### src/rtl/pe_pad_seq_pkg.sv
// Shared types and constants for the PE scratchpad loop sequencer.
// Holds the sequencer state encoding and the config legality check.
package pe_pad_seq_pkg;

  localparam int PAD_SIZE = 12;

  typedef enum logic [2:0] {
    ST_IDLE,
    ST_WAIT,
    ST_RUN,
    ST_POP,
    ST_DONE
  } pad_seq_state_e;

  // A window must fit the IF pad and all filters' weights must fit the weight pad.
  function automatic logic cfg_illegal(input int if_len, input int pm, input int num_out,
                                       input int pad_size, input int w_addr_wd);
    return (if_len == 0) || (pm == 0) || (num_out == 0) || (if_len > pad_size) ||
           (pm * if_len > (1 << w_addr_wd));
  endfunction

endpackage

### src/rtl/pe_pad_seq_pad_wrap_cnt.sv
// Modulo-N up counter with clear and load; the step is added with a single
// conditional subtraction, so both q and step must stay below N.
module pad_wrap_cnt #(
  parameter int N  = 12,
  parameter int W  = 4,
  parameter int SW = 4
) (
  input  logic          i_clk,
  input  logic          i_rstn,
  input  logic          i_clr,
  input  logic          i_ld,
  input  logic [W-1:0]  i_ld_val,
  input  logic          i_inc,
  input  logic [SW-1:0] i_step,
  output logic [W-1:0]  o_q
);

  localparam int SumW = ((W > SW) ? W : SW) + 1;

  logic [SumW-1:0] sum;
  logic [W-1:0]    nxt;

  assign sum = SumW'(o_q) + SumW'(i_step);
  assign nxt = (sum >= SumW'(N)) ? W'(sum - SumW'(N)) : W'(sum);

  // NOTE: sequential state is assigned with <= so every flop samples pre-edge values.
  always_ff @(posedge i_clk or negedge i_rstn) begin
    if (!i_rstn)    o_q <= '0;
    else if (i_clr) o_q <= '0;
    else if (i_ld)  o_q <= i_ld_val;
    else if (i_inc) o_q <= nxt;
  end

endmodule

### src/rtl/pe_pad_seq.sv
// Loop sequencer for one PE: walks filters x window entries per output pixel,
// issuing IF/weight pad reads, then pops consumed IF entries and advances the base.
module pe_pad_seq
  import pe_pad_seq_pkg::*;
#(
  parameter int PadSize  = PAD_SIZE,
  parameter int AddrWd   = 4,
  parameter int ConfDWd  = 4,
  parameter int PConfDWd = 3,
  parameter int WAddrWd  = 8
) (
  input  logic                i_clk,
  input  logic                i_rstn,
  input  logic                i_clear,
  input  logic                i_start,
  input  logic [ConfDWd-1:0]  i_IFLen,
  input  logic [ConfDWd-1:0]  i_PopU,
  input  logic [PConfDWd-1:0] i_Pm,
  input  logic [ConfDWd-1:0]  i_NumOut,
  input  logic [AddrWd:0]     i_ifCnt,
  input  logic                i_stall,
  output logic                o_rdEn,
  output logic [AddrWd-1:0]   o_ifAddr,
  output logic [WAddrWd-1:0]  o_wAddr,
  output logic [PConfDWd-1:0] o_filt,
  output logic                o_psumFirst,
  output logic                o_psumLast,
  output logic                o_pop,
  output logic                o_nxtRow,
  output logic                o_done,
  output logic                o_busy,
  output logic                o_err
);

  pad_seq_state_e state_q;

  logic [ConfDWd-1:0]  if_len_q, pop_u_q, num_out_q, k_q, pix_q;
  logic [PConfDWd-1:0] pm_q, m_q;
  logic [WAddrWd-1:0]  w_cnt_q;
  logic [AddrWd-1:0]   base_q, if_ptr_q;
  logic                run_rd, last_k, last_m, last_pix, data_ok, cfg_bad;

  assign run_rd   = (state_q == ST_RUN) && !i_stall;
  assign last_k   = (k_q == if_len_q - ConfDWd'(1));
  assign last_m   = (m_q == pm_q - PConfDWd'(1));
  assign last_pix = (pix_q == num_out_q - ConfDWd'(1));
  assign data_ok  = int'(i_ifCnt) >= int'(if_len_q);
  assign cfg_bad  = cfg_illegal(int'(i_IFLen), int'(i_Pm), int'(i_NumOut), PadSize, WAddrWd);

  pad_wrap_cnt #(.N(PadSize), .W(AddrWd), .SW(ConfDWd)) u_base (
    .i_clk    (i_clk),
    .i_rstn   (i_rstn),
    .i_clr    (i_clear || (state_q == ST_DONE)),
    .i_ld     (1'b0),
    .i_ld_val ('0),
    .i_inc    (state_q == ST_POP),
    .i_step   (pop_u_q),
    .o_q      (base_q)
  );

  // Tracks (base + k) mod PadSize; reloaded from base at the start of every window.
  pad_wrap_cnt #(.N(PadSize), .W(AddrWd), .SW(1)) u_if_ptr (
    .i_clk    (i_clk),
    .i_rstn   (i_rstn),
    .i_clr    (i_clear || (state_q == ST_DONE)),
    .i_ld     ((state_q == ST_WAIT) || (run_rd && last_k)),
    .i_ld_val (base_q),
    .i_inc    (run_rd && !last_k),
    .i_step   (1'b1),
    .o_q      (if_ptr_q)
  );

  always_ff @(posedge i_clk or negedge i_rstn) begin
    if (!i_rstn) begin
      state_q     <= ST_IDLE;
      if_len_q    <= '0;
      pop_u_q     <= '0;
      pm_q        <= '0;
      num_out_q   <= '0;
      k_q         <= '0;
      m_q         <= '0;
      pix_q       <= '0;
      w_cnt_q     <= '0;
      o_rdEn      <= 1'b0;
      o_ifAddr    <= '0;
      o_wAddr     <= '0;
      o_filt      <= '0;
      o_psumFirst <= 1'b0;
      o_psumLast  <= 1'b0;
      o_pop       <= 1'b0;
      o_nxtRow    <= 1'b0;
      o_done      <= 1'b0;
      o_busy      <= 1'b0;
      o_err       <= 1'b0;
    end else if (i_clear) begin
      state_q     <= ST_IDLE;
      k_q         <= '0;
      m_q         <= '0;
      pix_q       <= '0;
      w_cnt_q     <= '0;
      o_rdEn      <= 1'b0;
      o_ifAddr    <= '0;
      o_wAddr     <= '0;
      o_filt      <= '0;
      o_psumFirst <= 1'b0;
      o_psumLast  <= 1'b0;
      o_pop       <= 1'b0;
      o_nxtRow    <= 1'b0;
      o_done      <= 1'b0;
      o_busy      <= 1'b0;
      o_err       <= 1'b0;
    end else begin
      o_rdEn      <= 1'b0;
      o_psumFirst <= 1'b0;
      o_psumLast  <= 1'b0;
      o_pop       <= 1'b0;
      o_nxtRow    <= 1'b0;
      o_done      <= 1'b0;
      case (state_q)
        ST_IDLE: begin
          if (i_start) begin
            if_len_q  <= i_IFLen;
            pop_u_q   <= i_PopU;
            pm_q      <= i_Pm;
            num_out_q <= i_NumOut;
            o_err     <= cfg_bad;
            o_busy    <= 1'b1;
            state_q   <= cfg_bad ? ST_DONE : ST_WAIT;
          end
        end
        ST_WAIT: begin
          k_q     <= '0;
          m_q     <= '0;
          w_cnt_q <= '0;
          if (data_ok && !i_stall) state_q <= ST_RUN;
        end
        ST_RUN: begin
          if (!i_stall) begin
            o_rdEn      <= 1'b1;
            o_ifAddr    <= if_ptr_q;
            o_wAddr     <= w_cnt_q;
            o_filt      <= m_q;
            o_psumFirst <= (k_q == '0);
            o_psumLast  <= last_k;
            w_cnt_q     <= w_cnt_q + WAddrWd'(1);
            if (last_k) begin
              k_q <= '0;
              if (last_m) begin
                m_q     <= '0;
                state_q <= ST_POP;
              end else begin
                m_q <= m_q + PConfDWd'(1);
              end
            end else begin
              k_q <= k_q + ConfDWd'(1);
            end
          end
        end
        ST_POP: begin
          o_pop <= 1'b1;
          if (last_pix) begin
            state_q <= ST_DONE;
          end else begin
            pix_q   <= pix_q + ConfDWd'(1);
            state_q <= ST_WAIT;
          end
        end
        ST_DONE: begin
          o_done   <= 1'b1;
          o_nxtRow <= !o_err;
          o_busy   <= 1'b0;
          pix_q    <= '0;
          state_q  <= ST_IDLE;
        end
        default: state_q <= ST_IDLE;
      endcase
    end
  end

endmodule
### config.mk
export PLATFORM = sky130hd
export DESIGN_NAME = pe_pad_seq
export DESIGN_NICKNAME = d
export VERILOG_FILES = /design/src/rtl/pe_pad_seq_pkg.sv /design/src/rtl/pe_pad_seq_pad_wrap_cnt.sv /design/src/rtl/pe_pad_seq.sv
export SDC_FILE = /design/constraint.sdc
export NUM_CORES = 1
export LEC_CHECK = 0
export ABC_AREA = 1
export CORE_MARGIN = 4
export CORE_UTILIZATION = 51
export CTS_BUF_LIST = sky130_fd_sc_hd__clkbuf_16
export DETAILED_ROUTE_END_ITERATION = 8
export PLACE_DENSITY = 0.75
export SLEW_MARGIN = 10
export SYNTH_ARGS = -nofsm -noshare
export SYNTH_HDL_FRONTEND = slang
export SYNTH_SLANG_ARGS = --single-unit
export TNS_END_PERCENT = 20
### constraint.sdc
create_clock -name i_clk -period 1.98 [get_ports i_clk]
set_input_delay 0.198 -clock i_clk [delete_from_list [all_inputs] [get_ports i_clk]]
set_output_delay 0.198 -clock i_clk [all_outputs]
set_load 0.05 [all_outputs]
; ---- Word level (Yosys, flattened, before mapping)
; Cells that the tools add are included.
[totals]
ff_bits = 68
latchBits = 0
ram_bits = 0
mem_bits_ro = 0
n_memories = 0
elab_cells = 149
input_bits = 25
out_inout_bits = 23
[classes]
n_lt_le_gt_ge = 5
shifts = 0
reduce_logical = 34
addsub = 11
n_mul = 1
div = 0
mux = 61
n_eq_ne = 14
bitwise_logic = 1
[ops]
columns = cell, n
row1 = $mux W4, 15
row2 = $mux W3, 15
row3 = $mux W8, 5
row4 = $mux W1, 20
row5 = $pmux W4 S2, 2
row6 = $pmux W8 S2, 1
row7 = $ne A3 B3 Y1 const B, 5
row8 = $logic_not A4 Y1, 3
row9 = $pmux W3 S4, 1
row10 = $reduce_bool A3 Y1, 4
row11 = $ge A5 B4 Y1 const B, 2
row12 = $reduce_and A2 Y1, 5
row13 = $gt A7 B9 Y1 const B, 1
row14 = $add A4 B1 Y4 const B, 2
row15 = $add A8 B1 Y8 const B, 1
row16 = $eq A4 B4 Y1, 2
row17 = $reduce_bool A2 Y1, 4
row18 = $sub A4 B1 Y4 const B, 2
row19 = $sub A4 B4 Y4 const B, 2
row20 = $mul A3 B4 Y7, 1
row21 = $eq A3 B2 Y1 const B, 2
row22 = $logic_not A3 Y1, 2
row23 = $logic_or A1 B1 Y1, 6
row24 = $pmux W3 S2, 1
row25 = other kinds (17), 23

; ---- Depth between registers and ports, before layout
[logic_depth]
ltp_word = 9
mapped_depth = 14
ltp_nobuf = 14

; ---- Cells and area by module
; Synthesis repeated with hierarchy kept, for this count alone.
[hier_totals]
cells_unflattened = 534
hier_area_um2 = 4020.1
[modules_own_cells]
columns = module, area_each_um2, cells_each, seq_area_each_um2, n_inst
row1 = pe_pad_seq, 3236.9, 412, 1501.4, 1
row2 = pad_wrap_cnt (u_base), 437.9, 68, 100.1, 1
row3 = pad_wrap_cnt (u_if_ptr), 345.3, 54, 100.1, 1

; ---- Worst setup path after synthesis
; OpenSTA, ideal clock, no wires.
[synth_timing]
kind = register -> register
start = register pop_u_q[0]
end = register u_base.o_q[3]
slack_ns = -0.061
t_required_ns = 1.853
setup_ns = 0.127
path_stages_with_launch = 12
n_path_buf = 0
period_less_slack_ns = 2.041
t_arrival_ns = 1.914
path_cell_list = dfrtp_1 ha_1 inv_1 fa_1 xnor2_1 ha_1 nand2_1 nor2_1 nor3_1 nand2_1 o21ai_0 o21ai_0
[synth_between]
elab_chain_len = 5
word_cells_on_any_way = 6
cone_classes = 2 x add/sub / 1 x order compare / 3 x mux
[synth_lines]
columns = element, line_no
row1 = from (decl), pe_pad_seq.sv:37  ; logic [ConfDWd-1:0] if_len_q, pop_u_q, num_out_q, k_q, pix_q;
row2 = from (signal assigned), pe_pad_seq.sv:123  ; pop_u_q <= i_PopU;
row3 = $add A4 B4 Y5 *, pe_pad_seq_pad_wrap_cnt.sv:23  ; assign sum = SumW'(o_q) + SumW'(i_step);
row4 = $sub A4 B4 Y4 or $ge A5 B4 Y1 (tied branches), pe_pad_seq_pad_wrap_cnt.sv:24  ; assign nxt = (sum >= SumW'(N)) ? W'(sum - SumW'(N)) : W'(sum);
row5 = $mux W4 *, pe_pad_seq_pad_wrap_cnt.sv:24
row6 = $mux W4 *, pe_pad_seq_pad_wrap_cnt.sv:31  ; else if (i_inc) o_q <= nxt;
row7 = $mux W4 *, pe_pad_seq_pad_wrap_cnt.sv:29  ; else if (i_clr) o_q <= '0;
row8 = to (signal assigned), pe_pad_seq_pad_wrap_cnt.sv:30  ; else if (i_ld) o_q <= i_ld_val;
row9 = to (signal assigned), pe_pad_seq_pad_wrap_cnt.sv:31
row10 = to (decl), pe_pad_seq_pad_wrap_cnt.sv:15  ; output logic [W-1:0] o_q
; Every way passes the cells marked *; elsewhere a longest branch is shown, timed or not. The select of a mux whose other input is x is not followed.
; A chain may end at the register's enable or synchronous reset.

; ---- Final worst setup path
; Same ends and word-level chain as after synthesis.

==> results by group <==
Critical path
  – FF-to-FF path depth: 11
  – End of the worst register-to-register path: u_base.o_q[3]
  – Crit path launch type: flip-flop
  – CP max stage cell: fa_2
  – Worst R2R Start: pop_u_q[0]
  – Worst endpoint required time: 2200 ps
  – CP arrival: 2230 ps
  – Critical path type: reg -> reg
  – Worst R2R Setup Slack: -30 ps
  – Biggest cell delay along the critical path: 360 ps
  – Critical path endpoint category: flip-flop
  – CP Cell Sequence: ha_2, inv_2, fa_2, xnor2_2, ha_2, nand2_1, nor2_1, nor3_2, nand2_1, o21ai_1, o21ai_1
  – CP Max Fanout: 3

Yosys
  – Mapped Cells: 492
  – Seq/Total Area, Yosys: 43.5%
  – Post-synth EDFFs: 0
  – Syn Area/Cell: 7.95 µm²
  – Synth Warn #: 0
  – Syn nets: 538
  – Post-synth ARST share: 100%
  – Seq cells post-synth: 68
  – Yosys cell types: 41
  – Predominant post-synthesis flop cell: dfrtp_1
  – Synthesized area: 3910 µm²

STA
  – Fmax: 0.498 GHz
  – Relative slew slack: 64.8%
  – Final Hold Fails: 0
  – Final Cycle Share: 102%
  – PnR worst setup slack: -29.7 ps
  – RSZ-0062 raised after global routing: true
  – Final Critical Period: 2010 ps
  – Worst slew pin tran: 526 ps
  – Slew Viols, Final: 0
  – Endpoints failing setup: 2
  – Skew final: 7.25 ps
  – Hold WS: 409 ps

Floorplan
  – Die height: 95.6 µm
  – Core Box Area: 7370 µm²
  – Num rows: 31
  – Initial core utilization: 53.1%
  – Die area: 9130 µm²
  – Die width: 95.6 µm
  – Io pins: 48

Layout
  – Top Registers: o_wAddr x8, w_cnt_q x8
  – Finished Layout Cells: 663
  – # diodes: 0
  – Share of layout cells above drive strength 1: 13.1%
  – Combined area of the multi-input logic cells: 1890 µm²
  – Final #Nets: 605
  – Register area: 1700 µm²
  – Number of fill cells: 619
  – Area Growth Syn to Fin: 26.3%

Drt
  – Initial DRC count: 218
  – Via Count: 3369
  – DR pass1 iterations: 4
  – ANT nets after route: 0
  – DRC violations left: 0
  – Vias per cell: 5.08
  – Final WL: 8710 µm
  – Wire per inst: 13.1 µm

Clocking
  – Clock slew at reported path FFs: 60 ps
  – Clock tree buffer depth: 2
  – Clock latency at the later pin of the worst-skew pair: 330 ps
  – CTS buffer count: 9
  – CTS tree: yes
  – H-tree depth: 3
  – Clk root buf: clkbuf_16
  – Clk sinks: 68

Run status
  – Outcome: finished, violations left
  – Failing checks: setup timing

GRT
  – Vias in the first global route: 3395
  – First-pass GRT wire length: 15100 µm
  – Initial antenna violation count: 0
  – Largest net degree at the start of global routing: 69
  – Grt ovf: 0
  – Total track usage: 21.2%

Power
  – Sequential Power Share: 33.1%
  – Leakage: 2.47 nW
  – Clock group share of total power: 26.7%
  – Power density cells: 1160 nW/µm²
  – Pint: 3.53 mW
  – Switching Share: 38.4%
  – Net Sw Power: 2.20 mW
  – Combinational share of power: 40.2%
  – Max IR drop VDD: 0.000904 V

Placed design
  – Placed Cells: 639
  – Global placement routability congestion: 0.860
  – Port bufs: 47
  – Setup slack at placement: -116 ps
  – Post-DP HPWL: 6220 µm

Worst hold path
  – Hold WC Path Type: in -> async

Flow run
  – Maxcap violations: 0
-- through the flow --
stage	power, mW	utilization [%]	instance area [µm²]	setup TNS (ps)
2_1_floorplan	3.46	-	3920	0
3_3_place_gp	3.96	61.7	4550	-22.9
3_5_place_dp	4.05	61.7	4550	-191
4_1_cts	5.69	66.3	4890	-46.7
5_1_grt	6.19	67.0	4940	-297
6_report	5.74	67.0	4940	-48.1
-- cell usage after synthesis (all sizes together), types with 4 or more instances --
library cell | number | area, µm²
xor2 | 6 | 52.6
a21oi | 20 | 104
nand4 | 11 | 68.8
o21ai | 39 | 199
ha | 20 | 250
nand3b | 4 | 42.5
nor3 | 8 | 56.3
nand2 | 127 | 492
inv | 80 | 300
nor2 | 35 | 189
nand3 | 50 | 273
buf | 8 | 58.8
dfrtp | 68 | 1700
-- routing by layer --
metal | up-vias | global-route usage [%] | share of wire [%]
li1 | 1721 | - | -
met1 | 1552 | 27.5 | 47
met2 | 83 | 35.4 | 47
met3 | 13 | 3.63 | 4.9
met4 | 0 | 7.58 | 1.3
met5 | - | 0 | 0
-- final cells by class --
type                       instances  share of cell area [%]
tap                               99                    2.51
multi-input combinational        334                    38.3
clock buffer                       9                    4.56
sequential                        68                    34.5
timing repair buffer              66                    12.9
inverter                          80                    6.08
clock inverter                     7                    1.22
-- worst max-delay path by stage --
stage | slack [ps] | end | from | cells past startpoint
2_1_floorplan | 10 | u_base.o_q[3] | pop_u_q[0] | 11
3_3_place_gp | -20 | u_base.o_q[3] | pop_u_q[0] | 11
3_5_place_dp | -120 | u_base.o_q[3] | pop_u_q[0] | 11
4_1_cts | -40 | u_base.o_q[3] | u_base.o_q[0] | 11
5_1_grt | -150 | u_base.o_q[3] | u_base.o_q[0] | 11
6_report | -30 | u_base.o_q[3] | pop_u_q[0] | 11
-- power groups by stage --
stage / logic (mW) / registers (mW) / clock network, mW
final: 2.30 / 1.90 / 1.53
after global routing: 2.62 / 1.94 / 1.62
after CTS: 2.24 / 1.90 / 1.55
after detailed placement: 2.13 / 1.91 / 0
after global placement: 2.06 / 1.90 / 0
after floorplan: 1.49 / 1.97 / 0
-- logic make-up (layout without fill, tap and decap cells) --
family	count (synthesis)	count (layout)	synth area share, %
buf+inv	90	162	9.37
flops	68	68	43.5
xor+xnor	9	9	2.02
simple gates	239	239	29.3
fa+ha+maj	21	21	6.91
compound gates	65	65	8.86
-- cells in the final DEF, fill, tap and decap left out, drive strengths merged, types with 3 or more instances in the layout --
master,synthesis,layout
o21ai,39,39
clkdlybuf4s50,0,46
ha,20,20
nand3b,4,4
a21oi,20,20
dfrtp,68,68
xnor2,3,3
inv,80,82
nor2,35,35
clkbuf,2,9
xor2,6,6
buf,8,19
nand2,127,127
nor3,8,8
nand3,50,50
or2,3,3
nand4,11,11
-- repair_timing --
action,CTS,global route
setup buffers,2,5
hold buffers,1,0
pin swaps,8,6
gates resized for setup,10,3
setup endpoints to repair,2,9
hold endpoints to repair,68,0
-- worst max-delay path: cells and delay by family, from the launching register on --
family / cells / cell delay, ps
AO/OA/AOI/OAI: 2 / 180
AND/OR/NAND/NOR: 4 / 430
flip-flops: 1 / 350
XOR/XNOR: 1 / 160
adder cells (fa/ha/maj): 3 / 730
buffers and inverters: 1 / 40
No activity file was read; power rests on OpenSTA's default activity.
